--- config.mk ---
export PLATFORM = sky130hd
export DESIGN_NAME = tm1638_source_mux
export DESIGN_NICKNAME = d
export VERILOG_FILES = /design/src/rtl/tm1638_source_mux.sv
export SDC_FILE = /design/constraint.sdc
export NUM_CORES = 1
export LEC_CHECK = 0
export CORE_MARGIN = 10
export CORE_UTILIZATION = 35
export CTS_BUF_LIST = sky130_fd_sc_hd__clkbuf_4 sky130_fd_sc_hd__clkbuf_8 sky130_fd_sc_hd__clkbuf_16
export DETAILED_ROUTE_END_ITERATION = 10
export PLACE_DENSITY = 0.62
export SYNTH_ARGS = -nofsm -noshare
export SYNTH_HDL_FRONTEND = slang
export SYNTH_SLANG_ARGS = --single-unit
export TNS_END_PERCENT = 100
--- constraint.sdc ---
create_clock -name i_Clk -period 6.25 [get_ports i_Clk]
set_input_delay 1.25 -clock i_Clk [delete_from_list [all_inputs] [get_ports i_Clk]]
set_output_delay 1.25 -clock i_Clk [all_outputs]
set_load 0.01 [all_outputs]
--- src/rtl/tm1638_source_mux.sv ---
// Registered N-channel frame selector feeding tm1638_driver. It keeps a shadow
// of the last frame from every channel, so a source switch refreshes the display at once.
module tm1638_source_mux #(
  parameter  int NUM_CH      = 8,
  parameter  int SEG_W       = 64,
  parameter  int LED_W       = 8,
  parameter  int AUTO_CYCLES = 0,
  localparam int SEL_W       = ($clog2(NUM_CH) > 0) ? $clog2(NUM_CH) : 1
) (
  input  logic                    i_Clk,
  input  logic                    i_Rst,
  input  logic [NUM_CH*SEG_W-1:0] i_Ch_Segments,
  input  logic [NUM_CH*LED_W-1:0] i_Ch_Leds,
  input  logic [NUM_CH-1:0]       i_Ch_Valid,
  input  logic                    i_Next,
  input  logic                    i_Prev,
  input  logic                    i_Auto_En,
  input  logic                    i_Ready,
  output logic [SEG_W-1:0]        o_Segments,
  output logic [LED_W-1:0]        o_Leds,
  output logic                    o_Valid,
  output logic [SEL_W-1:0]        o_Sel,
  output logic                    o_Sel_Changed
);

  localparam logic [SEL_W-1:0] SEL_LAST = SEL_W'(NUM_CH - 1);

  logic             auto_tick;
  logic             step_up;
  logic             step_dn;
  logic [SEG_W-1:0] shadow_seg [NUM_CH];
  logic [LED_W-1:0] shadow_led [NUM_CH];
  logic [NUM_CH-1:0] shadow_valid;
  logic [SEG_W-1:0] live_seg;
  logic [LED_W-1:0] live_led;
  logic             live_valid;

  generate
    if (AUTO_CYCLES > 0) begin : g_auto
      localparam int CNT_W = (AUTO_CYCLES > 1) ? $clog2(AUTO_CYCLES) : 1;
      localparam logic [CNT_W-1:0] CNT_LAST = CNT_W'(AUTO_CYCLES - 1);
      logic [CNT_W-1:0] auto_cnt;

      assign auto_tick = i_Auto_En && (auto_cnt == CNT_LAST);

      // Any manual step restarts the rotation period.
      // NOTE: state registers use non-blocking assignments so every flop samples pre-edge values.
      always_ff @(posedge i_Clk) begin
        if (i_Rst || !i_Auto_En || i_Next || i_Prev || auto_tick)
          auto_cnt <= '0;
        else
          auto_cnt <= auto_cnt + 1'b1;
      end
    end else begin : g_no_auto
      assign auto_tick = 1'b0;
    end
  endgenerate

  // A manual step overrides a coincident tick; Next+Prev together cancel both.
  assign step_up = (i_Next && !i_Prev) || (auto_tick && !i_Next && !i_Prev);
  assign step_dn = i_Prev && !i_Next;

  always_ff @(posedge i_Clk) begin
    if (i_Rst) begin
      o_Sel         <= '0;
      o_Sel_Changed <= 1'b0;
    end else begin
      o_Sel_Changed <= step_up || step_dn;
      if (step_up)
        o_Sel <= (o_Sel == SEL_LAST) ? '0 : o_Sel + 1'b1;
      else if (step_dn)
        o_Sel <= (o_Sel == '0) ? SEL_LAST : o_Sel - 1'b1;
    end
  end

  // NOTE: the shadow array is cleared in reset like any other state, so it must stay in flops, not a RAM.
  always_ff @(posedge i_Clk) begin
    if (i_Rst) begin
      shadow_valid <= '0;
      for (int k = 0; k < NUM_CH; k++) begin
        shadow_seg[k] <= '0;
        shadow_led[k] <= '0;
      end
    end else begin
      for (int k = 0; k < NUM_CH; k++) begin
        if (i_Ch_Valid[k]) begin
          shadow_seg[k]   <= i_Ch_Segments[k*SEG_W +: SEG_W];
          shadow_led[k]   <= i_Ch_Leds[k*LED_W +: LED_W];
          shadow_valid[k] <= 1'b1;
        end
      end
    end
  end

  // NOTE: every always_comb output gets a default first, so no path leaves it unassigned (no latch).
  always_comb begin
    live_seg   = i_Ch_Segments[o_Sel*SEG_W +: SEG_W];
    live_led   = i_Ch_Leds[o_Sel*LED_W +: LED_W];
    live_valid = i_Ch_Valid[o_Sel];
  end

  // On the first cycle of a new channel, any frame still pending from the old one is dropped.
  always_ff @(posedge i_Clk) begin
    if (i_Rst) begin
      o_Segments <= '0;
      o_Leds     <= '0;
      o_Valid    <= 1'b0;
    end else if (o_Sel_Changed) begin
      if (live_valid) begin
        o_Segments <= live_seg;
        o_Leds     <= live_led;
        o_Valid    <= 1'b1;
      end else if (shadow_valid[o_Sel]) begin
        o_Segments <= shadow_seg[o_Sel];
        o_Leds     <= shadow_led[o_Sel];
        o_Valid    <= 1'b1;
      end else begin
        o_Valid    <= 1'b0;
      end
    end else if (live_valid) begin
      o_Segments <= live_seg;
      o_Leds     <= live_led;
      o_Valid    <= 1'b1;
    end else if (o_Valid && i_Ready) begin
      o_Valid    <= 1'b0;
    end
  end

endmodule

# After elaboration in Yosys (flattened, before gate mapping)
# Memory sizes are Yosys's and may differ from the RTL's. A register that Yosys moved wholly into a read port is not among the register bits.
# Cells that the tools add are included.
# op_classes
n_reduce_logical,12
shift,2
muxes,67
n_bitwise,16
order_cmp,1
add_sub_neg,2
n_eq_ne,1
# ops
op,n
$mux 64,12
$shiftx 512x10->64,1
$mux 8,12
$shiftx 64x7->8,1
$mux 1,33
$mux 3,8
$or 1x1->1,16
$bmux 1 s3,2
$reduce_bool 2->1,3
$lt 3x4->1 const B,1
$add 3x1->3 const B,1
$eq 3x3->1 const B,1
$logic_and 1x1->1,3
$logic_not 3->1,1
$reduce_bool 3->1,1
$sub 3x1->3 const B,1
$logic_not 1->1,2
$reduce_and 2->1,1
$logic_or 1x1->1,1
# totals
output_inout_bits,77
ff_bits,85
n_memories,2
input_bits,590
mem_bits_rw,576
# mem_list
memory,depth,width,rd,rd_ports_with_merged_regs,wr,line_no,rtl
shadow_seg,8,64,1,1,8,31,logic [SEG_W-1:0] shadow_seg [NUM_CH];
shadow_led,8,8,1,1,8,32,logic [LED_W-1:0] shadow_led [NUM_CH];

# Logic depth before layout (Yosys ltp)
# Gate-level depths: netlist of the first run.
# logic_depth
depth_word,6
depth_mapped,10
depth_no_buf,6

# Worst setup path after synthesis of the first run
# Ideal clock, no wire load.
# synth_timing
kind,input to register
from,input i_Rst
to,"memory shadow_led[7][0], enable pin"
slack_ps,2762
stages,4
path_buffers,3
arrival_time_ps,3089
path_cell_list,clkbuf_1 -> clkbuf_1 -> clkbuf_1 -> or2_2
# synth_lines
element,line_no,rtl
from (decl),11,"input logic i_Rst,"
to (decl),32,

# Final worst setup path of the first run
# layout_timing
from,register o_Sel[0]
to,output o_Sel[0]
# layout_lines
element,line_no,rtl
from (decl),22,"output logic [SEL_W-1:0] o_Sel,"
from (signal assigned),70,o_Sel <= (o_Sel == SEL_LAST) ? '0 : o_Sel + 1'b1;
from (signal assigned),72,o_Sel <= (o_Sel == '0) ? SEL_LAST : o_Sel - 1'b1;
# No word-level cell between the ends.

==> results by group, run 1 <==
Global route
  • Gr ovfl total: 0
  • Gr usage total: 23.9%
  • Vias in the first global route: approximately 27000
  • Largest net degree at the start of global routing: 163
  • Antenna violations before repair: 32
  • First-pass GRT wire length: between 150 and 200 mm

Floorplan
  • Die Y: approximately 330 um
  • IO Count: roughly 670
  • Starting Density: 35.2%
  • # rows: ~110
  • Core ar.: 96700 um^2
  • Die area: 110000 um^2
  • Die Width: 332 um

Power
  • Cell Int Power: around 0.0095 W
  • Leak Pwr: 15.4 nW
  • Total power: 0.0132 W
  • Net Switching: 0.00371 W
  • Combinational Power Share: 22.4%
  • Peak supply drop: 188 uV
  • Pwr/cell area: 296 nW/um^2
  • Part of the power in registers: 42.2%
  • Sw Ratio: 28.1%
  • Clk pwr share: 35.3%

Yosys
  • Synth Register Bits: 664
  • EDFF count, synth: 576
  • Syn Nets: 2858
  • Seq/Total Area, Yosys: 55.9%
  • Post-synthesis cell type count: 33
  • Yosys warnings: 0
  • Syn avg cell area: 15.1 um^2
  • Cell Area, Synth: 34100 um^2
  • Ys async rst share: 0%
  • Post-Synthesis Cells: 2263
  • Top_reg_cell synth: edfxtp_1

CTS
  • CTS clk-pin slew, worst paths: 60 ps
  • Post CTS Setup Buffer Count: 0
  • CTS Root Cell: clkbuf_16
  • Post_cts resized: 0
  • Clock sinks: about 660
  • Hold_buf cts: 0
  • Worst skew pair latency: 640 ps
  • TritonCTS clock tree: yes
  • H-tree levels: 3
  • Num CTS Buffers: 76
  • Clock Tree Buf Depth: 3

Layout
  • Final nets: approximately 3400
  • Filler Cells Inserted: ~8500
  • Commonest non-fill, non-tap cell in the layout: clkdlybuf4s50_1
  • Layout area overhead: 30.8%
  • Most frequent cells in the layout: clkdlybuf4s50_1 (664), edfxtp_1 (576), and2_1 (504)
  • Layout cells sized above 1: 18.0%

Drt
  • Iteration-0 DRC Markers: 2612
  • Via density: 5.87
  • Routed len/inst: 32.6 um
  • # DRC: 0
  • Router iterations before antenna repair: 5
  • Post-DRT Antenna Nets: 0
  • Vias: between 20000 and 25000
  • Post-Route WL: 136 mm

Placement
  • DP Wirelength: between 80 and 90 mm
  • Final Wtd Congestion: 0.842
  • Port-buffer cells: 665

Setup path
  • WP data arrival: 3010 ps
  • Crit path max-delay cell type: dfxtp_4
  • Worst EP required: 5000 ps
  • Critical Path Source: o_Sel[0]$_SDFFE_PP0N_
  • R2r startpoint: o_Sel[0]$_SDFFE_PP0N_
  • Crit Path Class: flop to output pin
  • R2R depth: 5
  • Crit-path max FO: 44
  • Worst stage delay on the critical path: 980 ps
  • Worst Setup End Kind: output pin
  • CP Launch Type: flop
  • CP Cell Sequence: buf_4, clkdlybuf4s50_1

Timing
  • Final Max Slew Viols: 0
  • Clk_skew: 43.4 ps
  • Minimum clock period: 4260 ps
  • Crit share post-route: 68.1%
  • FMAX: 0.235 GHz
  • RSZ-0062 raised after global routing: no
  • Slew HR: 8.92%
  • Worst-Margin Slew: ~1400 ps
  • Final Setup Violations: 0
  • Final Hold Violating Endpoints: 0
  • Setup TNS Final: 0 ps

Run status
  • Status: completed

Run
  • Total of max-cap violations: 0

Hold path
  • Hold path start: o_Valid$_SDFFE_PP0P_
  • Worst min-delay path class: flop to flop
  • Worst hold path depth: 2
==> registers in the layout (all words and copies together), names as in the netlist, named ones only <==
signal	cells
o_Leds	8
o_Segments	64
o_Sel	3
o_Sel_Changed	1
o_Valid	1
shadow_led	64
shadow_seg	512
shadow_valid	8
==> synthesized netlist by cell type, types with 2 or more instances <==
library cell	n	area, um^2
edfxtp_1	576	17300
and2_1	504	3150
mux4_2	291	6550
nor2b_1	204	1280
clkbuf_1	163	612
dfxtp_1	88	1760
a221oi_1	72	631
o2111ai_1	72	631
o41ai_1	62	543
buf_2	58	290
a211oi_1	54	405
nor2_1	22	82.6
and3_1	18	113
mux2i_1	18	180
o41ai_2	10	163
buf_4	9	67.6
or2_2	8	50.1
ha_1	5	62.6
inv_1	4	15.0
mux2_2	4	45.0
nand2_1	4	15.0
a21oi_1	3	15.0
buf_1	3	11.3
o21ai_0	2	10.0
==> cell type report <==
| cell class | instances | area [um^2] | share of cell area, % |
|---|---|---|---|
| tap | 1276 | 1600 | 3.58 |
| clock inverter | 36 | 395 | 0.887 |
| sequential | 664 | 19100 | 42.8 |
| clock buffer | 105 | 2220 | 4.99 |
| antenna | 22 | 55.1 | 0.124 |
| multi-input combinational | 1361 | 14100 | 31.6 |
| inverter | 5 | 23.8 | 0.0533 |
| timing repair buffer | 713 | 7080 | 15.9 |
==> routing by layer <==
| layer | global-route usage (%) | part of all wire (%) |
|---|---|---|
| met4 | 8.62 | 3.2 |
| met1 | 30.5 | 39 |
| met2 | 38.9 | 48 |
| met3 | 6.24 | 9.2 |
| met5 | 0 | 0.092 |
==> metrics by stage <==
step | std cells | cell area, um^2 | util [%] | hold WS, ps | setup slack, ps
finish | 4182 | 44600 | 46.1 | 465 | 1990
global route | 4176 | 44600 | 46.1 | 503 | 1710
CTS | 4160 | 44500 | 46.0 | 466 | 1770
detailed placement | 4019 | 41900 | 43.3 | 458 | 2040
global placement | 4019 | 41900 | 43.3 | 456 | 2100
floorplan | 2263 | 34100 | - | 433 | 2760
==> power by group through the flow <==
stage / clock, W / combinational, W / sequential, W
global placement: 0 / 0.00293 / 0.00564
CTS: 0.00472 / 0.00297 / 0.00557
finish: 0.00466 / 0.00296 / 0.00557
detailed placement: 0 / 0.00296 / 0.00566
floorplan: 0 / 0.00164 / 0.00552
global route: 0.00487 / 0.00312 / 0.00561
==> cells by family (layout without fill, tap and decap cells) <==
| family | count (synthesis) | in the layout | share of synthesized area [%] |
|---|---|---|---|
| adders and majority gates | 5 | 5 | 0.184 |
| muxes | 314 | 314 | 20.0 |
| xor gates and xnor gates | 1 | 1 | 0.0257 |
| AOI/OAI and AO/OA | 279 | 279 | 7.16 |
| and+or+nand+nor | 762 | 762 | 13.8 |
| other | 0 | 22 | 0 |
| DFF | 664 | 664 | 55.9 |
| buffers and inverters | 238 | 859 | 2.93 |
==> worst paths after layout <==
path	to	slack, ps
min reg2reg	o_Valid$_SDFFE_PP0P_	460
max reg2reg	o_Segments[32]$_SDFFE_PP0P_	2110
max	o_Sel[0]	1990
min	o_Valid$_SDFFE_PP0P_	460
==> critical path, delay by kind of cell, from the launching register on <==
family / cells / cell delay (ps)
buf+inv: 2 / 1370
flops: 1 / 980
Note: power is estimated with default switching activity, not from simulation.
==> run 2: changes to the inputs <==
PLACE_DENSITY = 0.64   (was 0.62)
clock period = 3.7 ns   (was 6.25 ns; I/O delays follow)
==> results by group, run 2 (same netlist as run 1, synthesis figures left out) <==
Run status
  • Status: completed

CTS
  • Clock sinks: 664
  • Post_cts resized: 0
  • Num CTS Buffers: 77
  • Clock Tree Buf Depth: 3
  • CTS clk-pin slew, worst paths: roughly 50 ps
  • Worst skew pair latency: 630 ps
  • Post CTS Setup Buffer Count: 0
  • CTS Root Cell: clkbuf_16
  • Hold_buf cts: 0
  • TritonCTS clock tree: yes
  • H-tree levels: 3

Timing
  • Final Max Slew Viols: 0
  • Setup TNS Final: 0 ps
  • Final Hold Violating Endpoints: 0
  • Clk_skew: 32.6 ps
  • Worst-Margin Slew: 1250 ps
  • Minimum clock period: 3150 ps
  • RSZ-0062 raised after global routing: no
  • Slew HR: approximately 17%
  • Crit share post-route: 85.1%
  • Final Setup Violations: 0
  • FMAX: between 0.3 and 0.4 GHz

Drt
  • # DRC: 0
  • Router iterations before antenna repair: 6
  • Vias: about 25000
  • Via density: about 5.9
  • Iteration-0 DRC Markers: around 2700
  • Post-DRT Antenna Nets: 0
  • Routed len/inst: 31.7 um
  • Post-Route WL: 133 mm

Global route
  • Vias in the first global route: about 27000
  • Antenna violations before repair: 30
  • Largest net degree at the start of global routing: approximately 120
  • Gr ovfl total: 0
  • First-pass GRT wire length: 191 mm
  • Gr usage total: 23.3%

Floorplan
  • Starting Density: 35.2%
  • Die Width: 332 um
  • # rows: 114
  • IO Count: ~670
  • Die Y: approximately 330 um
  • Die area: 110000 um^2
  • Core ar.: 96700 um^2

Placement
  • Port-buffer cells: 665
  • Final Wtd Congestion: 0.844
  • DP Wirelength: 83.9 mm

Power
  • Total power: 0.0222 W
  • Peak supply drop: 324 uV
  • Pwr/cell area: ~500 nW/um^2
  • Leak Pwr: 15.6 nW

Layout
  • Most frequent cells in the layout: clkdlybuf4s50_1 (664), edfxtp_1 (576), and2_1 (504)
  • Most flops, register: shadow_seg
  • Filler Cells Inserted: 8446
  • Max reg flops: 512
  • Layout cells sized above 1: 17.9%
  • Layout area overhead: 31.8%
  • Final nets: 3425
  • Commonest non-fill, non-tap cell in the layout: clkdlybuf4s50_1
  • Biggest regs: shadow_seg x512, o_Segments x64, shadow_led x64

Setup path
  • Worst EP required: 2960 ps
  • CP Cell Sequence: buf_12, buf_4, clkdlybuf4s50_1
  • WP data arrival: 2410 ps
  • CP Buf/Inv Count: 3
  • Largest delay contributor family on the critical path: buffers and inverters
  • Worst stage delay on the critical path: 670 ps
  • CP Launch Type: flop
  • Crit Path Class: flop to output pin
  • Crit-path max FO: 21
  • Crit path max-delay cell type: dfxtp_4
  • Worst Setup End Kind: output pin

Run
  • Total of max-cap violations: 0

Hold path
  • Worst min-delay path class: flop to flop
-- run 2: cell count changes in the layout (fill, tap and decap cells not counted), sizes merged --
cell / change
buf: +8
bufinv: -2
clkinvlp: -2
inv: +1
diode: -6
clkinv: +5
-- run 2: where the power goes --
group          internal, W  total, W  switching, W  leakage, nW
combinational      0.00254   0.00516       0.00262         7.38
sequential         0.00892   0.00937      0.000450         6.90
clock              0.00451   0.00772       0.00321         1.28
total               0.0160    0.0222       0.00629         15.6
-- run 2: tightest hold or removal path, stage by stage, from the launching register on --
cell and delay, ps:
dfxtp_1 320, nor2_1 50, nor2_1 70
-- run 2: per-stage QoR --
stage | util (%) | instance area (um^2) | hold WS [ps] | worst slack (ps) | std cells
after floorplan | - | 34100 | 433 | 722 | 2263
after global placement | 43.7 | 42300 | 450 | 541 | 4027
after detailed placement | 43.7 | 42300 | 458 | 487 | 4027
after CTS | 46.4 | 44900 | 449 | 442 | 4170
after global routing | 46.4 | 44900 | 487 | 400 | 4182
final | 46.4 | 44900 | 467 | 552 | 4186
-- run 2: metal layers --
metal	global-route usage [%]	part of all wire, %	up-vias
li1	-	-	10100
met1	28.6	37	12700
met2	39.0	49	1661
met3	6.58	11	250
met4	8.02	2.9	18
met5	0	0.088	-
-- run 2: final cells by class --
cell class / count / area, um^2 / share of cell area, %
clock buffer: 105 / 2210 / 4.92
multi-input combinational: 1361 / 14100 / 31.4
tap: 1276 / 1600 / 3.56
clock inverter: 38 / 355 / 0.791
inverter: 5 / 23.8 / 0.0529
sequential: 664 / 19100 / 42.5
timing repair buffer: 721 / 7480 / 16.7
antenna: 16 / 40.0 / 0.0892
-- run 2: worst paths after layout --
path | startpoint | to | slack (ps) | depth (start not counted)
worst max-delay path | o_Sel[0]$_SDFFE_PP0N_ | o_Sel[0] | 550 | 3
worst min-delay path | shadow_valid[6]$_SDFFE_PP0P_ | shadow_valid[6]$_SDFFE_PP0P_ | 470 | 2
worst min register to register | shadow_valid[6]$_SDFFE_PP0P_ | shadow_valid[6]$_SDFFE_PP0P_ | 470 | 2
worst max register to register | o_Sel[0]$_SDFFE_PP0N_ | o_Segments[7]$_SDFFE_PP0P_ | 950 | 6
==> run 3: changes to the inputs <==
ABC_AREA = 1   (was default)
CELL_PAD_IN_SITES_DETAIL_PLACEMENT = 1   (was default)
CELL_PAD_IN_SITES_GLOBAL_PLACEMENT = 2   (was default)
CORE_UTILIZATION = 27   (was 35)
PLACE_DENSITY = 0.8   (was 0.64)
==> results by group, run 3 <==
CTS
  • Num CTS Buffers: 84
  • Post CTS Setup Buffer Count: 0
  • Post_cts resized: 0
  • TritonCTS clock tree: yes
  • Worst skew pair latency: 670 ps
  • Hold_buf cts: 0
  • Clock Tree Buf Depth: 3
  • CTS Root Cell: clkbuf_16
  • CTS clk-pin slew, worst paths: 60 ps
  • Clock sinks: 664
  • H-tree levels: 3

Yosys
  • Area leader, netlist: edfxtp_1
  • Area contributors post-synth: edfxtp_1 (47%), nor2_1 (11%), nand2_1 (10%)
  • Post-synthesis cell type count: 27
  • Post-Synthesis Cells: about 4800
  • Synth Register Bits: about 660
  • Yosys warnings: 0
  • Syn Nets: around 5400
  • Syn avg cell area: 7.62 um^2
  • Ys async rst share: 0%
  • EDFF count, synth: between 500 and 600
  • Cell Area, Synth: about 36000 um^2
  • Yosys top cell area share: a little under half
  • Commonest cells post-synth: nor2_1 (1063), nand2_1 (974), inv_1 (650), edfxtp_1 (576), o21ai_0 (435)
  • Most frequent cell after synthesis: nor2_1
  • Seq/Total Area, Yosys: 52.3%
  • Top_reg_cell synth: edfxtp_1

Timing
  • Minimum clock period: 3120 ps
  • FMAX: about 0.32 GHz
  • Final Max Slew Viols: 0
  • Clk_skew: 16.6 ps
  • RSZ-0062 raised after global routing: no
  • Crit share post-route: between 80% and 90%
  • Slew HR: 23.0%
  • Final Setup Violations: 0
  • Worst-Margin Slew: 1160 ps
  • Setup TNS Final: 0 ps
  • Worst Hold Slack: approximately 460 ps
  • Final Hold Violating Endpoints: 0

Layout
  • Final nets: between 5000 and 6000
  • Area of the multi-input gates: 13600 um^2
  • Most flops, register: shadow_seg
  • Most frequent cells in the layout: nor2_1 (1063), nand2_1 (958), clkdlybuf4s50_1 (664)
  • Filler Cells Inserted: 16000
  • Layout cells sized above 1: 4.77%
  • Max reg flops: ~500
  • Commonest non-fill, non-tap cell in the layout: nor2_1
  • Layout area overhead: 31.4%
  • Biggest regs: shadow_seg x512, o_Segments x64, shadow_led x64
  • Register area: around 19000 um^2

Drt
  • # DRC: 0
  • Post-Route WL: approximately 180 mm
  • Vias: 35000
  • Router iterations before antenna repair: 6
  • Post-DRT Antenna Nets: 0
  • Via density: roughly 4.9
  • Routed len/inst: 24.8 um
  • Iteration-0 DRC Markers: 2468

Global route
  • First-pass GRT wire length: 254 mm
  • Largest net degree at the start of global routing: approximately 180
  • Antenna violations before repair: 41
  • Vias in the first global route: 36400
  • Gr ovfl total: 0
  • Gr usage total: roughly 23%

Hold path
  • Worst min-delay path class: flop to flop

Floorplan
  • Die area: between 150000 and 200000 um^2
  • IO Count: around 670
  • Starting Density: about 27%
  • Die Y: around 390 um
  • # rows: approximately 130
  • Core ar.: 134000 um^2
  • Die Width: a little under 400 um

Setup path
  • Crit-path max FO: 47
  • Worst Setup End Kind: output pin
  • Crit Path Class: flop to output pin
  • WP data arrival: roughly 2400 ps
  • CP Launch Type: flop
  • CP Cell Sequence: buf_4, clkdlybuf4s50_1
  • Worst EP required: a little under 3000 ps
  • Worst stage delay on the critical path: 730 ps
  • Crit path max-delay cell type: dfxtp_4

Placement
  • Final Wtd Congestion: 0.797
  • Port-buffer cells: 665
  • DP Wirelength: 117 mm

Run
  • Total of max-cap violations: 0

Power
  • Peak supply drop: approximately 320 uV
  • Total power: 0.0251 W
  • Leak Pwr: 21.4 nW
  • Pwr/cell area: 523 nW/um^2

Run status
  • Status: completed
## run 3: worst paths after layout
kind | from | end | cells past startpoint | slack [ps]
setup / recovery | o_Sel[0]$_SDFFE_PP0N_ | o_Sel[0] | 2 | 580
hold / removal | shadow_valid[6]$_SDFFE_PP0P_ | shadow_valid[6]$_SDFFE_PP0P_ | 2 | 460
setup reg to reg | o_Sel[0]$_SDFFE_PP0N_ | o_Segments[36]$_SDFFE_PP0P_ | 10 | 880
hold reg to reg | shadow_valid[6]$_SDFFE_PP0P_ | shadow_valid[6]$_SDFFE_PP0P_ | 2 | 460
## run 3: metrics by stage
step	setup slack, ps	util (%)	std cells	cell area (um^2)
final	583	35.8	7132	47900
after global routing	510	35.8	7128	47900
after CTS	544	35.8	7119	47900
after detailed placement	679	33.7	6961	45000
after global placement	709	33.7	6961	45000
after floorplan	358	-	4785	36500
## run 3: cell type report
cell class | count | share of cell area, %
flip-flops and latches | 664 | 39.8
multi-input cells | 3136 | 28.3
repair buffers | 737 | 16.0
clock buffers | 121 | 5.21
inverters | 656 | 5.19
well taps | 1768 | 4.62
clock inverters | 37 | 0.773
diodes | 13 | 0.0679
## run 3: cells by family after synthesis
group / synth area share, %
AO/OA/AOI/OAI: 11.3
XOR/XNOR: 0.0240
adder cells (fa/ha/maj): 0.172
buffers and inverters: 10.8
flip-flops: 52.3
AND/OR/NAND/NOR: 25.4
## run 3: worst max-delay path, delay by kind of cell (launching register included)
kind / cells / cell delay [ps]
buffers and inverters: 2 / 950
flip-flops: 1 / 730
## run 3: power by group
| group | total [W] | switching [W] | leakage [nW] | internal [W] |
|---|---|---|---|---|
| clock | 0.00860 | 0.00348 | 1.44 | 0.00512 |
| combinational | 0.00707 | 0.00453 | 13.0 | 0.00254 |
| sequential | 0.00940 | 0.000418 | 6.91 | 0.00898 |
| total | 0.0251 | 0.00842 | 21.4 | 0.0166 |
## run 3: per-layer routing
| metal | up-vias | track usage, % | wire length (um) |
|---|---|---|---|
| li1 | 16200 | - | - |
| met3 | 275 | 4.75 | 11500 |
| met5 | - | 0 | 333 |
| met1 | 17300 | 29.2 | 77000 |
| met2 | 1111 | 37.9 | 83500 |
| met4 | 54 | 7.18 | 4820 |
